`src/rtl/mem_port_master_if.sv`:
```
// Request/response and memory-pin bundle for mem_port_master.
// The master modport is the block's view; the slave modport is the datapath/memory side.
interface mem_port_master_if #(
  parameter int ADDR_W = 32
);
  logic              req_valid;
  logic              req_ready;
  logic              req_we;
  logic [1:0]        req_size;
  logic              req_unsigned;
  logic [ADDR_W-1:0] req_addr;
  logic [31:0]       req_wdata;
  logic              resp_valid;
  logic [31:0]       resp_rdata;
  logic              resp_err;
  logic [ADDR_W-1:0] Adr;
  logic              WE;
  logic [31:0]       WD;
  logic [31:0]       RD;

  modport master (
    input  req_valid, req_we, req_size, req_unsigned, req_addr, req_wdata, RD,
    output req_ready, resp_valid, resp_rdata, resp_err, Adr, WE, WD
  );

  modport slave (
    output req_valid, req_we, req_size, req_unsigned, req_addr, req_wdata, RD,
    input  req_ready, resp_valid, resp_rdata, resp_err, Adr, WE, WD
  );
endinterface

```
`src/rtl/mem_port_master.sv`:
```
// Load/store initiator for a single-port word memory; big-endian lanes, RMW for sub-word stores.
// Optional feature macro: MISALIGN_TRAP_EN (misaligned half/word accesses respond with resp_err).
module mem_port_lane (
  input  logic       sel,
  input  logic [7:0] old_b,
  input  logic [7:0] new_b,
  output logic [7:0] mrg_b
);
  assign mrg_b = sel ? new_b : old_b;
endmodule

module mem_port_master #(
  parameter int ADDR_W = 32
) (
  input  logic               clk,
  input  logic               reset,
  mem_port_master_if.master  bus
);
  localparam int NUM_LANES = 4;

  typedef enum logic [2:0] {IDLE, READ, DATA, WRITE, RESP} state_t;

  state_t            state, state_nxt;
  logic              accept, req_word, req_mis;
  logic [1:0]        off_q;
  logic [1:0]        size_q;
  logic              uns_q, we_q;
  logic [15:0]       wdata_q;
  logic [ADDR_W-1:0] adr_q;
  logic [31:0]       wd_q, rdata_q, ld_ext;
  logic [7:0]        ld_b;
  logic [15:0]       ld_h;

  logic [NUM_LANES-1:0][7:0] rd_lane, st_lane, mrg_lane;
  logic [NUM_LANES-1:0]      lane_sel;

  assign accept   = bus.req_valid && bus.req_ready;
  assign req_word = bus.req_size[1];

`ifdef MISALIGN_TRAP_EN
  logic err_q;
  assign req_mis = (bus.req_size == 2'b01 && bus.req_addr[0]) ||
                   (bus.req_size[1] && bus.req_addr[1:0] != 2'b00);
  assign bus.resp_err = err_q;
`else
  assign req_mis      = 1'b0;
  assign bus.resp_err = 1'b0;
`endif

  always_comb begin
    state_nxt = state;
    case (state)
      IDLE:    if (accept) begin
                 if (req_mis)                    state_nxt = RESP;
                 else if (bus.req_we && req_word) state_nxt = WRITE;
                 else                             state_nxt = READ;
               end
      READ:    state_nxt = DATA;
      DATA:    state_nxt = we_q ? WRITE : RESP;
      WRITE:   state_nxt = RESP;
      RESP:    state_nxt = IDLE;
      default: state_nxt = IDLE;
    endcase
  end

  // Lane 3 holds byte offset 0 (bits 31:24).
  assign rd_lane = bus.RD;
  always_comb begin
    st_lane  = {2{wdata_q}};
    lane_sel = 4'b1111;
    case (size_q)
      2'b00: begin
        st_lane  = {4{wdata_q[7:0]}};
        lane_sel = 4'b1000 >> off_q;
      end
      2'b01:   lane_sel = off_q[1] ? 4'b0011 : 4'b1100;
      default: lane_sel = 4'b1111;
    endcase
  end

  for (genvar g = 0; g < NUM_LANES; g++) begin : g_lane
    mem_port_lane u_lane (
      .sel   (lane_sel[g]),
      .old_b (rd_lane[g]),
      .new_b (st_lane[g]),
      .mrg_b (mrg_lane[g])
    );
  end

  always_comb begin
    ld_b   = rd_lane[2'd3 - off_q];
    ld_h   = off_q[1] ? bus.RD[15:0] : bus.RD[31:16];
    ld_ext = bus.RD;
    case (size_q)
      2'b00:   ld_ext = uns_q ? {24'b0, ld_b} : {{24{ld_b[7]}}, ld_b};
      2'b01:   ld_ext = uns_q ? {16'b0, ld_h} : {{16{ld_h[15]}}, ld_h};
      default: ld_ext = bus.RD;
    endcase
  end

  always_ff @(posedge clk) begin
    if (reset) begin
      state   <= IDLE;
      off_q   <= '0;
      size_q  <= '0;
      uns_q   <= 1'b0;
      we_q    <= 1'b0;
      wdata_q <= '0;
      adr_q   <= '0;
      wd_q    <= '0;
      rdata_q <= '0;
`ifdef MISALIGN_TRAP_EN
      err_q   <= 1'b0;
`endif
    end else begin
      state <= state_nxt;
      if (accept) begin
        off_q   <= bus.req_addr[1:0];
        size_q  <= bus.req_size;
        uns_q   <= bus.req_unsigned;
        we_q    <= bus.req_we;
        wdata_q <= bus.req_wdata[15:0];
        // A trapped access never touches the memory pins.
        if (!req_mis) adr_q <= {bus.req_addr[ADDR_W-1:2], 2'b00};
        if (!req_mis && bus.req_we && req_word) wd_q <= bus.req_wdata;
      end
      if (state == DATA && we_q)  wd_q    <= mrg_lane;
      if (state == DATA && !we_q) rdata_q <= ld_ext;
      if (state == WRITE)         rdata_q <= '0;
`ifdef MISALIGN_TRAP_EN
      if (state == DATA || state == WRITE) err_q <= 1'b0;
      if (accept && req_mis) begin
        rdata_q <= '0;
        err_q   <= 1'b1;
      end
`endif
    end
  end

  assign bus.req_ready  = (state == IDLE) && !reset;
  assign bus.WE         = (state == WRITE);
  assign bus.resp_valid = (state == RESP);
  assign bus.Adr        = adr_q;
  assign bus.WD         = wd_q;
  assign bus.resp_rdata = rdata_q;
endmodule

```
`src/flat_wrapper.sv`:
```
// flat-port wrapper written by rule: the top's interface ports become plain ports
module mem_port_master_flat 
#(
  parameter int ADDR_W = 32
)
  (clk, reset, bus_req_valid, bus_req_we, bus_req_size, bus_req_unsigned, bus_req_addr, bus_req_wdata, bus_RD, bus_req_ready, bus_resp_valid, bus_resp_rdata, bus_resp_err, bus_Adr, bus_WE, bus_WD);
  mem_port_master_if #(.ADDR_W(ADDR_W)) bus_i ();
  input  logic clk;
  input  logic reset;
  input wire logic [$bits(bus_i.req_valid)-1:0] bus_req_valid;
  input wire logic [$bits(bus_i.req_we)-1:0] bus_req_we;
  input wire logic [$bits(bus_i.req_size)-1:0] bus_req_size;
  input wire logic [$bits(bus_i.req_unsigned)-1:0] bus_req_unsigned;
  input wire logic [$bits(bus_i.req_addr)-1:0] bus_req_addr;
  input wire logic [$bits(bus_i.req_wdata)-1:0] bus_req_wdata;
  input wire logic [$bits(bus_i.RD)-1:0] bus_RD;
  output wire logic [$bits(bus_i.req_ready)-1:0] bus_req_ready;
  output wire logic [$bits(bus_i.resp_valid)-1:0] bus_resp_valid;
  output wire logic [$bits(bus_i.resp_rdata)-1:0] bus_resp_rdata;
  output wire logic [$bits(bus_i.resp_err)-1:0] bus_resp_err;
  output wire logic [$bits(bus_i.Adr)-1:0] bus_Adr;
  output wire logic [$bits(bus_i.WE)-1:0] bus_WE;
  output wire logic [$bits(bus_i.WD)-1:0] bus_WD;
  assign bus_i.req_valid = bus_req_valid;
  assign bus_i.req_we = bus_req_we;
  assign bus_i.req_size = bus_req_size;
  assign bus_i.req_unsigned = bus_req_unsigned;
  assign bus_i.req_addr = bus_req_addr;
  assign bus_i.req_wdata = bus_req_wdata;
  assign bus_i.RD = bus_RD;
  assign bus_req_ready = bus_i.req_ready;
  assign bus_resp_valid = bus_i.resp_valid;
  assign bus_resp_rdata = bus_i.resp_rdata;
  assign bus_resp_err = bus_i.resp_err;
  assign bus_Adr = bus_i.Adr;
  assign bus_WE = bus_i.WE;
  assign bus_WD = bus_i.WD;
  mem_port_master #(.ADDR_W(ADDR_W)) u_core (.clk(clk), .reset(reset), .bus(bus_i));
endmodule
```
`config.mk`:
```
export PLATFORM = sky130hd
export DESIGN_NAME = mem_port_master_flat
export DESIGN_NICKNAME = d
export VERILOG_FILES = /design/src/rtl/mem_port_master_if.sv /design/src/rtl/mem_port_master.sv /design/src/flat_wrapper.sv
export SDC_FILE = /design/constraint.sdc
export NUM_CORES = 1
export LEC_CHECK = 0
export BUFFER_PORTS_ARGS = -buffer_cell sky130_fd_sc_hd__buf_2
export CAP_MARGIN = 40
export CELL_PAD_IN_SITES_DETAIL_PLACEMENT = 1
export CELL_PAD_IN_SITES_GLOBAL_PLACEMENT = 1
export CORE_MARGIN = 10
export CORE_UTILIZATION = 39
export DETAILED_ROUTE_END_ITERATION = 8
export PLACE_DENSITY = 0.91
export SYNTH_ARGS = -nofsm -noshare
export SYNTH_HDL_FRONTEND = slang
export SYNTH_HIERARCHICAL = 1
export SYNTH_SLANG_ARGS = --single-unit
export TNS_END_PERCENT = 10
```
`constraint.sdc`:
```
create_clock -name clk -period 3.31 [get_ports clk]
set_input_delay 0.331 -clock clk [delete_from_list [all_inputs] [get_ports clk]]
set_output_delay 0.331 -clock clk [all_outputs]
set_load 0.005 [all_outputs]
```
-- Yosys cells after proc, flatten, opt, wreduce, memory -nomap -nowiden
Cells that the tools add are included.
- flip-flop bits (word level): 119
- word-level logic and storage cells: 51
- output and inout bits: 100
- input port bits: 103
- reductions and logical operators: 13
- add/subtract/negate cells: 1
- eq/ne operators: 6
- order comparisons: 1
- muxes and demuxes: 20
- shift-type cells: 1
- operators by type and width (kind ; number):
    $mux W32 ; 6
    $pmux W32 S2 ; 1
    $mux W8 ; 5
    $bmux W8 S2 ; 1
    $mux W16 ; 1
    $pmux W3 S4 ; 1
    $pmux W4 S2 ; 1
    $eq A3 B2 Y1 const B ; 2
    $mux W3 ; 2
    $logic_and A1 B1 Y1 ; 5
    $mux W4 ; 1
    $reduce_bool A2 Y1 ; 2
    $shr A4 B2 Y4 const A ; 1
    $eq A3 B1 Y1 const B ; 1
    $eq A3 B3 Y1 const B ; 1
    $logic_not A3 Y1 ; 1
    $lt A2 B3 Y1 const B ; 1
    $eq A2 B1 Y1 const B ; 1
    $logic_not A1 Y1 ; 2
    $logic_not A2 Y1 ; 1
    $mux W2 ; 1
    $ne A2 B1 Y1 const B ; 1
    $reduce_and A2 Y1 ; 1
    $reduce_or A2 Y1 ; 1
    $sub A2 B2 Y2 const A ; 1

-- Logic depth before layout (Yosys ltp)
Gate-level depths: netlist (run 1).
- depth after elaboration: 5
- gate-level depth with buffers: 8
- gate-level depth less buffers: 5

-- Hierarchy
Netlist (run 1), hierarchy kept.
- by module, submodules not included (module ; sequential area each (um^2) ; area each (um^2) ; cells an instance ; times used):
    mem_port_master ; 2382.3 ; 5210.0 ; 630 ; 1
    mem_port_lane ; 0.0 ; 131.4 ; 9 ; 4

-- Worst setup path after synthesis (run 1)
Ideal clock, no wire load.
- path kind: flip-flop to flip-flop
- start: register u_core.off_q[1]
- end: register u_core.wd_q[10], in the netlist u_core/bus.WD[10]
- period minus slack after synthesis: 1983 ps
- arrival: 1850 ps
- library setup time: 133 ps
- stages on the path, launching flop included: 9
- buffers on the path: 3
- setup slack: 1327 ps
- data required time: 3177 ps
- cell sequence: dfxtp_1 -> buf_1 -> clkbuf_1 -> inv_1 -> o21ai_0 -> buf_6 -> mux2_4 -> nand2_1 -> a311oi_1
- RTL lines (element ; RTL line ; source):
    from (decl) ; mem_port_master.sv:25 ; logic [1:0] off_q;
    from (signal assigned) ; mem_port_master.sv:118 ; off_q <= bus.req_addr[1:0];
    to (signal assigned) ; mem_port_master.sv:125 ; if (!req_mis && bus.req_we && req_word) wd_q <= bus.req_wdata;
    to (signal assigned) ; mem_port_master.sv:127 ; if (state == DATA && we_q) wd_q <= mrg_lane;
    to (decl) ; mem_port_master.sv:30 ; logic [31:0] wd_q, rdata_q, ld_ext;

-- Worst setup path after layout (run 1)
- start: register u_core.state[1]
- end: register u_core.rdata_q[20], in the netlist u_core/bus.resp_rdata[20]
- cells in the longest elaborated chain, start to end: 2
- elaborated cells between the ends (all ways): 4
- classes of those cells: 2 x eq/ne; 2 x reduce/logical
- RTL lines (element ; RTL line ; source):
    from (decl) ; mem_port_master.sv:23 ; state_t state, state_nxt;
    from (signal assigned) ; mem_port_master.sv:116 ; state <= state_nxt;
    $eq A3 B2 Y1 (on tied branches) ; mem_port_master.sv:129, mem_port_master.sv:128 ;
    $reduce_or A2 Y1 (no line) / $logic_and A1 B1 Y1 (equally long branches) ; - ;
    to (signal assigned) ; mem_port_master.sv:128 ; if (state == DATA && !we_q) rdata_q <= ld_ext;
    to (decl) ; mem_port_master.sv:30 ;
Parallel ways exist; a longest one is shown, timed or not.
A chain may end at the register's enable or synchronous reset.

==> results.txt, run 1 <==
The flow ran to the end, and the final reports show no timing, DRC or antenna violations. The top achievable clock speed is 0.431 GHz. The final routed wirelength across all metal layers came out at 22400 um. The slew at the pin closest to its max-slew limit came out at 0.918 ns. The cell leakage power is 3.57 nW. The peak supply drop is 0.000372 V. The count of pins over their slew limit was 0. The number of buffers on the longest clock path came out at 2. The count of pins on the block boundary is 203.

In the final routed layout, each cell accounts on average for 21.4 um. The first detailed-routing pass ran for 5 iterations. The number of gates resized after CTS came out at 0. The worst setup margin is 0.991 ns. The number of buffers inserted during clock tree synthesis is 17.

The share of synthesized registers carrying an async set or reset is 0. The relative contribution of sequential cells to total power came out at 0.374. The number of levels the H-tree was split into is 4. The die covers ~20000 um^2. The worst setup path is captured at a flop. The net switching share of the total power is 0.270. After layout, the minimum clock period comes to 2.32 ns. The worst setup path is launched from a flop.

The share of power burned in the clock network came out at 0.452. The first routing iteration left 450 violations. The half-perimeter wire length of the detailed placement result is 16000 um. The total net switching power is between 1 and 1.5 mW. In this run, post-CTS hold repair placed 0 buffers. The die span in x is 141 um. The maximum net fanout on the critical path is 35. The worst hold path belongs to the class input pin to flop. Setup repair after global routing left no endpoint under its margin. Of the total power, combinational logic draws 0.173. The count of antenna-violating nets left after detailed routing came out at 0. The power density over cell area came out at 582 nW/um^2.

The initial standard-cell utilization of the core came out at 0.396. The design internal power is 3.17 mW. The total of flip-flops plus latches after synthesis came out at around 120. For this run, design rule violations remaining after detail routing come to 0. The top cell types in the final layout, fill and taps aside, are buf_2 (199), nand2_1 (190), dfxtp_1 (119).

The via density per instance came out at 5.49. The slowest stage of the critical path is the o22ai_2 cell. For the worst-skew pair, the clock arrives at the later sink with an insertion delay of 0.42 ns. The data required time of the critical path came out at 3.56 ns. The total routing usage reported by global routing is 0.215. After filler insertion, the fill cell instance count of the layout stands at 1745. The worst setup path is of the flop to flop kind. Setup violations remaining at the end of the flow were counted as 0. In the final layout, the share of cells above drive strength 1 is 0.357. Synthesis produced a netlist whose cell count is 666. The synthesized netlist contains 45 unique library cells.

The port buffer count is 199. The most common cell after layout, fill and taps aside is buf_2. After the last flow step, the layout net total stands at 944. The residual overflow from global routing is 0. In this run the tightest slew margin relative to its limit is 0.387. Setup total negative slack on the finished layout was measured at 0 ns.

The mean instance size in the synthesized netlist is 8.61 um^2. The most used flip-flop cell after synthesis is dfxtp_1. After clock tree synthesis, the clock-pin slew on the worst setup and hold paths is 0.06 ns.

The count of flip-flops with a built-in enable after synthesis is 0. The initial antenna violation count is 10. Max-cap violations in this run came to 0.

The part of the cycle the worst path needs is 0.701. The number of global-route vias before repair is 6073. The initialized floorplan defines 44 standard-cell rows.

The routability congestion estimate is 0.869. The data arrival at the endpoint of the critical path is 2.57 ns. Compared with the post-synthesis result, the final layout area differs by 29.7%.

TritonCTS built the clock tree. The critical path goes through nor4b_4 > buf_4 > o31ai_1 > o22ai_2 > a21oi_1. Measured along the y axis, the die boundary spans 141 um.

The clock net in this run drives a total of 119 sinks. The post-CTS setup buffer count came out at 0. The worst slack at placement is 1.07 ns. The post-synthesis instance area came out at 5740 um^2. The worst clock skew is 0.00746 ns. The count of synthesis-stage warnings from yosys is 6. The part of the Yosys area used for sequential elements is 0.415. The wire length of the first global-routing pass is 34100 um. The detailed router placed 5747 vias in this run. The pin count of the biggest net entering global routing is 89.

The final hold violation count is 0. Clock tree synthesis selected as its root buffer the cell clkbuf_16. The stage delay of the slowest cell on the critical path is slightly below 0.6 ns.

The placeable core region is 14500 um^2.
-- per-stage QoR --
step	instance area, um^2	power (mW)	cells	hold slack [ns]	utilization
after floorplan	5740	2.09	668	0.430	-
after global placement	6790	2.36	1005	0.458	0.469
after detailed placement	6800	2.39	1006	0.463	0.469
after CTS	7420	4.35	1038	0.0851	0.512
after global routing	7440	4.50	1047	0.0967	0.514
final	7440	4.33	1047	0.0989	0.514
-- layer usage --
metal,vias up,track usage,wire length [um]
met4,2,0.118,856
met3,53,0.0571,1570
met5,-,0,9
li1,2680,-,-
met1,2790,0.257,9140
met2,222,0.344,10800
-- cell type report --
| type | count | area, um^2 | area share |
|---|---|---|---|
| flip-flops and latches | 119 | 2380 | 0.320 |
| inverters | 4 | 15.0 | 0.00202 |
| repair buffers | 217 | 1130 | 0.152 |
| multi-input cells | 482 | 3040 | 0.408 |
| well taps | 184 | 230 | 0.0309 |
| clock buffers | 19 | 443 | 0.0595 |
| diodes | 9 | 22.5 | 0.00303 |
| clock inverters | 13 | 179 | 0.0240 |
-- power groups by stage --
| stage | Clock, mW | Combinational, mW | Sequential, mW |
|---|---|---|---|
| floorplan | 0 | 0.461 | 1.63 |
| detailed placement | 0 | 0.739 | 1.65 |
| finish | 1.96 | 0.752 | 1.62 |
| global placement | 0 | 0.720 | 1.64 |
| CTS | 1.98 | 0.750 | 1.62 |
| global route | 2.06 | 0.814 | 1.63 |
-- cells in the mapped netlist (2+ instances only) --
master / instances / area [um^2]
a221oi_1: 7 / 61.3
nor2_1: 40 / 150
nor3b_1: 2 / 15.0
dfxtp_1: 119 / 2380
or3_1: 8 / 50.1
o21ai_0: 14 / 70.1
inv_1: 3 / 11.3
nand3b_1: 49 / 368
buf_6: 7 / 78.8
a311oi_1: 32 / 280
clkbuf_1: 32 / 120
a21oi_1: 27 / 135
o21ai_1: 14 / 70.1
o211ai_1: 7 / 52.6
buf_4: 9 / 67.6
buf_1: 5 / 18.8
mux2_4: 32 / 480
nor2b_1: 2 / 12.5
mux2_2: 15 / 169
o211a_1: 7 / 70.1
o31ai_1: 5 / 37.5
nand2_1: 190 / 713
buf_2: 10 / 50.1
mux2i_1: 3 / 30.0
a22oi_1: 7 / 52.6
-- kinds of logic after synthesis --
family,share of synthesized area
AO/OA/AOI/OAI,0.160
AND/OR/NAND/NOR,0.245
flip-flops,0.415
buffers and inverters,0.0611
other,0.000654
multiplexers,0.118
-- worst max-delay path: cells and delay by family, from the launching register on --
| family | cells | cell delay (ns) |
|---|---|---|
| AO/OA/AOI/OAI | 3 | 0.93 |
| flip-flops | 1 | 0.56 |
| buffers and inverters | 1 | 0.38 |
| AND/OR/NAND/NOR | 1 | 0.28 |
-- final timing paths --
| path | start | end | slack, ns | cells after the start |
|---|---|---|---|---|
| setup / recovery | u_core/state[1] | u_core/bus.resp_rdata[20] | 0.99 | 5 |
| hold / removal | bus_req_addr[23] | u_core/bus.Adr[23] | 0.1 | 3 |
| setup reg to reg | u_core/state[1] | u_core/bus.resp_rdata[20] | 0.99 | 5 |
| hold reg to reg | u_core/bus.Adr[8] | u_core/bus.Adr[8] | 0.47 | 2 |
-- registers in the layout, indices dropped and copies added (netlist names) --
register               flops
u_core/we_q                1
u_core/bus.WD             32
u_core/bus.resp_rdata     32
u_core/uns_q               1
u_core/state               3
u_core/bus.Adr            30
u_core/size_q              2
u_core/wdata_q            16
u_core/off_q               2
Power figures use the tool's default switching activity.
==> run 2, diff against run 1 <==
--- a/config.mk
+++ b/config.mk
@@ -5,14 +5,15 @@
 export SDC_FILE = /design/constraint.sdc
 export NUM_CORES = 1
 export LEC_CHECK = 0
+export ABC_AREA = 1
 export BUFFER_PORTS_ARGS = -buffer_cell sky130_fd_sc_hd__buf_2
 export CAP_MARGIN = 40
 export CELL_PAD_IN_SITES_DETAIL_PLACEMENT = 1
 export CELL_PAD_IN_SITES_GLOBAL_PLACEMENT = 1
 export CORE_MARGIN = 10
-export CORE_UTILIZATION = 39
+export CORE_UTILIZATION = 31
 export DETAILED_ROUTE_END_ITERATION = 8
-export PLACE_DENSITY = 0.91
+export PLACE_DENSITY = 0.82
 export SYNTH_ARGS = -nofsm -noshare
 export SYNTH_HDL_FRONTEND = slang
 export SYNTH_HIERARCHICAL = 1
==> constraint.sdc (replaced) <==
create_clock -name clk -period 2.1 [get_ports clk]
set_input_delay 0.21 -clock clk [delete_from_list [all_inputs] [get_ports clk]]
set_output_delay 0.21 -clock clk [all_outputs]
set_load 0.005 [all_outputs]
==> run 2 against run 1 <==
Effect of this change: cell area grew 11%; via count up 17%; setup slack lost 0.67 ns; die area grew 28%; clock skew increased by 0.0069 ns; fmax up 31%; wire length increased by 9.8%; synthesized cell count grew 37%; hold slack worse by 0.092 ns; non-clock buffer count increased by 39; first-iteration DRC count shrank 5.3%; largest power group unchanged; highest routed layer is now met4.
==> results.txt, run 2 <==
Result of the run: finished clean (unchanged). The count of flip-flops with a built-in enable after synthesis came out at 0 (unchanged). The routability congestion estimate is 0.925 (was 0.869).

The stage delay of the slowest cell on the critical path is 0.40 ns (was 0.58 ns). The peak supply drop is 0.000613 V (was 0.000372 V). The power density over cell area came out at 906 nW/um^2 (was 582 nW/um^2). The die extent in y came out at 160 um (was 141 um). The most numerous cell in the Yosys netlist was nand2_1 (unchanged). The total routing usage reported by global routing came to 0.189 (was 0.215). The post-CTS setup buffer count came to 0 (unchanged). The final routed wirelength across all metal layers came out at 24500 um (was 22400 um).

The number of global-route vias before repair came to 7075 (was 6073). The area enclosed by the die boundary is 25600 um^2 (was 20000 um^2). The internal reg-to-reg setup slack was 0.32 ns (was 0.99 ns). The part of the Yosys area used for sequential elements came out at 0.393 (was 0.415). The part of the cycle the worst path needs is 0.846 (was 0.701).

The filler-free cell count of the finished design was 1405 (was 1047). The number of gates resized after CTS is 0 (unchanged). The critical path class was flop to flop (unchanged). The class of the most critical hold timing path is input pin to flop (unchanged). The residual overflow from global routing came out at 0 (unchanged). The share of power burned in the clock network is 0.386 (was 0.452). The number of instances in the placed design is 1334 (was 1006).

The top achievable clock speed was 0.563 GHz (was 0.431 GHz). The port buffer count is 199 (unchanged). The final-layout fill cell count is 2516 (was 1745). The maximum net fanout on the critical path is 18 (was 35). The count of pins over their slew limit was 0 (unchanged). The critical path startpoint category is a flop (unchanged). The final setup TNS is 0 ns (unchanged).

Most numerous cell types in the synthesized netlist: nand2_1 (350), dfxtp_1 (119), o21ai_0 (97), nor2_1 (69), inv_1 (61) (was nand2_1 (190), dfxtp_1 (119), nand3b_1 (49), nor2_1 (40)). The top flip-flop cell by instance count after synthesis is dfxtp_1 (unchanged). Main area contributors after synthesis: dfxtp_1 (39%), nand2_1 (22%), o21ai_0 (8.0%) (was dfxtp_1 (42%), nand2_1 (12%), mux2_4 (8.4%)). The relative contribution of sequential cells to total power was 0.361 (was 0.374).

The via total after detailed routing is 6751 (was 5747). The number of buffers inserted during clock tree synthesis is 17 (unchanged). The final hold violation count is 0 (unchanged).

The instance count of the mapped netlist came to 911 (was 666). The post-synthesis instance area is 6060 um^2 (was 5740 um^2). The wire length of the first global-routing pass is 39100 um (was 34100 um). The die span in x came out at 160 um (was 141 um). The mean instance size in the synthesized netlist is 6.66 um^2 (was 8.61 um^2). The distinct cell type count of the synthesized netlist is 34 (was 45). The headroom to the max-slew limit was 0.491 (was 0.387).

The share of the synthesized area in the top cell type was 0.393 (was 0.415). The final-stage net count is 1228 (was 944). The per-cell routed wire length is 17.5 um (was 21.4 um). The endpoint type of the worst setup path is a flop (unchanged). The pin count of the biggest net entering global routing came out at 71 (was 89).

The half-perimeter wire length of the detailed placement result came out at 17500 um (was 16000 um). The worst clock skew is 0.0144 ns (was 0.00746 ns). The number of design rule violations left after detail routing came out at 0 (unchanged). The clock tree from TritonCTS was done (unchanged).

The library cell occupying the most area in the post-synthesis netlist is dfxtp_1 (unchanged). The number of levels the H-tree was split into came to 4 (unchanged). The cell leakage power came out at 4.25 nW (was 3.57 nW). The data arrival at the endpoint of the critical path is 2.14 ns (was 2.57 ns). The final standard cell utilization of the core is 0.425 (was 0.514). The placeable core region is 19300 um^2 (was 14500 um^2).

The number of clock sinks seen by CTS is 119 (unchanged). The initial antenna violation count came out at 2 (was 10). The most common cell after layout, fill and taps aside is nand2_1 (was buf_2). Unrepaired setup endpoints after global routing: no (unchanged). The net switching share of the total power was 0.344 (was 0.270). The final period demand of the worst path came out at 1.78 ns (was 2.32 ns). The data required time of the critical path was 2.47 ns (was 3.56 ns). The design internal power was 4.89 mW (was 3.17 mW). The share of synthesized registers carrying an async set or reset is 0 (unchanged). The initial standard-cell utilization of the core was 0.314 (was 0.396). The total of flip-flops plus latches after synthesis came out at 119 (unchanged).

The final-report setup violation count came to 0 (unchanged). The cell chosen for the clock root was clkbuf_16 (unchanged). The count of antenna-violating nets left after detailed routing came out at 0 (unchanged). Leading cell types in the layout, fill and taps excluded: nand2_1 (350), buf_2 (199), dfxtp_1 (119) (was buf_2 (199), nand2_1 (190), dfxtp_1 (119)). The count of pins on the block boundary came to 203 (unchanged). The number of design-rule violations left by the first detailed-router iteration came out at 426 (was 450). The total net switching power is 2.56 mW (was 1.17 mW). The total power consumption of the routed design is 7.45 mW (was 4.33 mW). The clock-pin slew of the registers on the worst-case setup and hold paths is 0.06 ns (about the same).

The worst-path cell with the longest stage delay was dfxtp_1 (was o22ai_2). The total of max-cap violations came to 0 (unchanged). The combinational power share came out at 0.253 (was 0.173).

The area growth from synthesis to final layout is 35.6% (was 29.7%). The total of hold buffers inserted after clock tree synthesis is 37 (was 0). The number of buffers on the longest clock path came out at 2 (unchanged).

Critical path cell sequence: inv_6 > nand2_8 > nor2_8 > a21oi_1 > buf_4 > nand2_1 > nand2_1 > inv_1 > o21ai_0 > nor2_1 > nor2_1 (was nor4b_4 > buf_4 > o31ai_1 > o22ai_2 > a21oi_1). The layout cell share with drive strength beyond 1 is 0.250 (was 0.357). The number of standard-cell rows in the floorplan was 51 (was 44).

The via density per instance came out at 4.80 (was 5.49). The worst setup margin came to 0.324 ns (was 0.991 ns). The worst slack at placement came out at 0.368 ns (was 1.07 ns). The number of detailed-route iterations in the first pass is 5 (unchanged). The clock latency reported for the late side of the worst-skew pair came out at 0.43 ns (was 0.42 ns). The slew at the pin closest to its max-slew limit is 0.764 ns (was 0.918 ns).

The count of synthesis-stage warnings from yosys is 6 (unchanged).
-- run 2: changes by cell type in the layout (fill, tap and decap cells not counted), moves of 15 or more --
cell | before | now
a311oi_1 | 32 | 0
inv_1 | 3 | 61
dlygate4sd3_1 | 0 | 37
mux2_2 | 15 | 0
nor2_1 | 40 | 69
nand2_1 | 190 | 350
nand3b_1 | 49 | 32
o21ai_0 | 14 | 97
mux2_4 | 32 | 0
-- run 2: metrics by stage --
step           hold slack, ns  area, um^2
2_1_floorplan           0.323        6070
3_3_place_gp            0.407        7250
3_5_place_dp            0.420        7280
4_1_cts              0.000742        8220
5_1_grt                0.0127        8220
6_report              0.00691        8220
-- run 2: power groups by stage --
stage | Sequential (mW) | Clock, mW | Combinational, mW
5_1_grt | 2.72 | 3.03 | 2.12
3_3_place_gp | 2.72 | 0 | 1.76
2_1_floorplan | 2.72 | 0 | 1.11
3_5_place_dp | 2.73 | 0 | 1.81
6_report | 2.69 | 2.88 | 1.89
4_1_cts | 2.68 | 2.94 | 1.88
-- run 2: path summary, 6_finish.rpt --
kind / start / endpoint / cells after the start
max: u_core/size_q[1] / u_core/bus.WD[17] / 11
min: bus_req_addr[26] / u_core/bus.Adr[26] / 3
max reg2reg: u_core/size_q[1] / u_core/bus.WD[17] / 11
min reg2reg: u_core/bus.Adr[19] / u_core/bus.Adr[19] / 2
-- run 2: area by class of cell --
cell class | count | area [um^2] | share of cell area
antenna | 2 | 5.00 | 0.000609
clock buffer | 17 | 425 | 0.0517
clock inverter | 15 | 145 | 0.0177
inverter | 70 | 268 | 0.0326
multi-input combinational | 661 | 3070 | 0.373
sequential | 119 | 2380 | 0.290
tap | 265 | 332 | 0.0403
timing repair buffer | 256 | 1600 | 0.194
-- run 2: kinds of logic (layout without fill, tap and decap cells) --
| family | Yosys count | after routing | synth area share |
|---|---|---|---|
| AOI/OAI and AO/OA | 177 | 177 | 0.168 |
| buffers and inverters | 133 | 358 | 0.104 |
| DFF | 119 | 119 | 0.393 |
| other | 1 | 5 | 0.000618 |
| and+or+nand+nor | 481 | 481 | 0.334 |
-- run 2: critical path, delay by kind of cell (launching register included) --
kind,cells,cell delay (ns)
buffers and inverters,3,0.32
AOI/OAI and AO/OA,2,0.45
and+or+nand+nor,6,0.55
DFF,1,0.40
-- run 2: routing by layer --
metal	global-route usage	share of wire	routed length, um
met1	0.217	0.42	10400
met2	0.328	0.50	12300
met3	0.0568	0.064	1560
met4	0.0605	0.015	361
met5	0	0	0
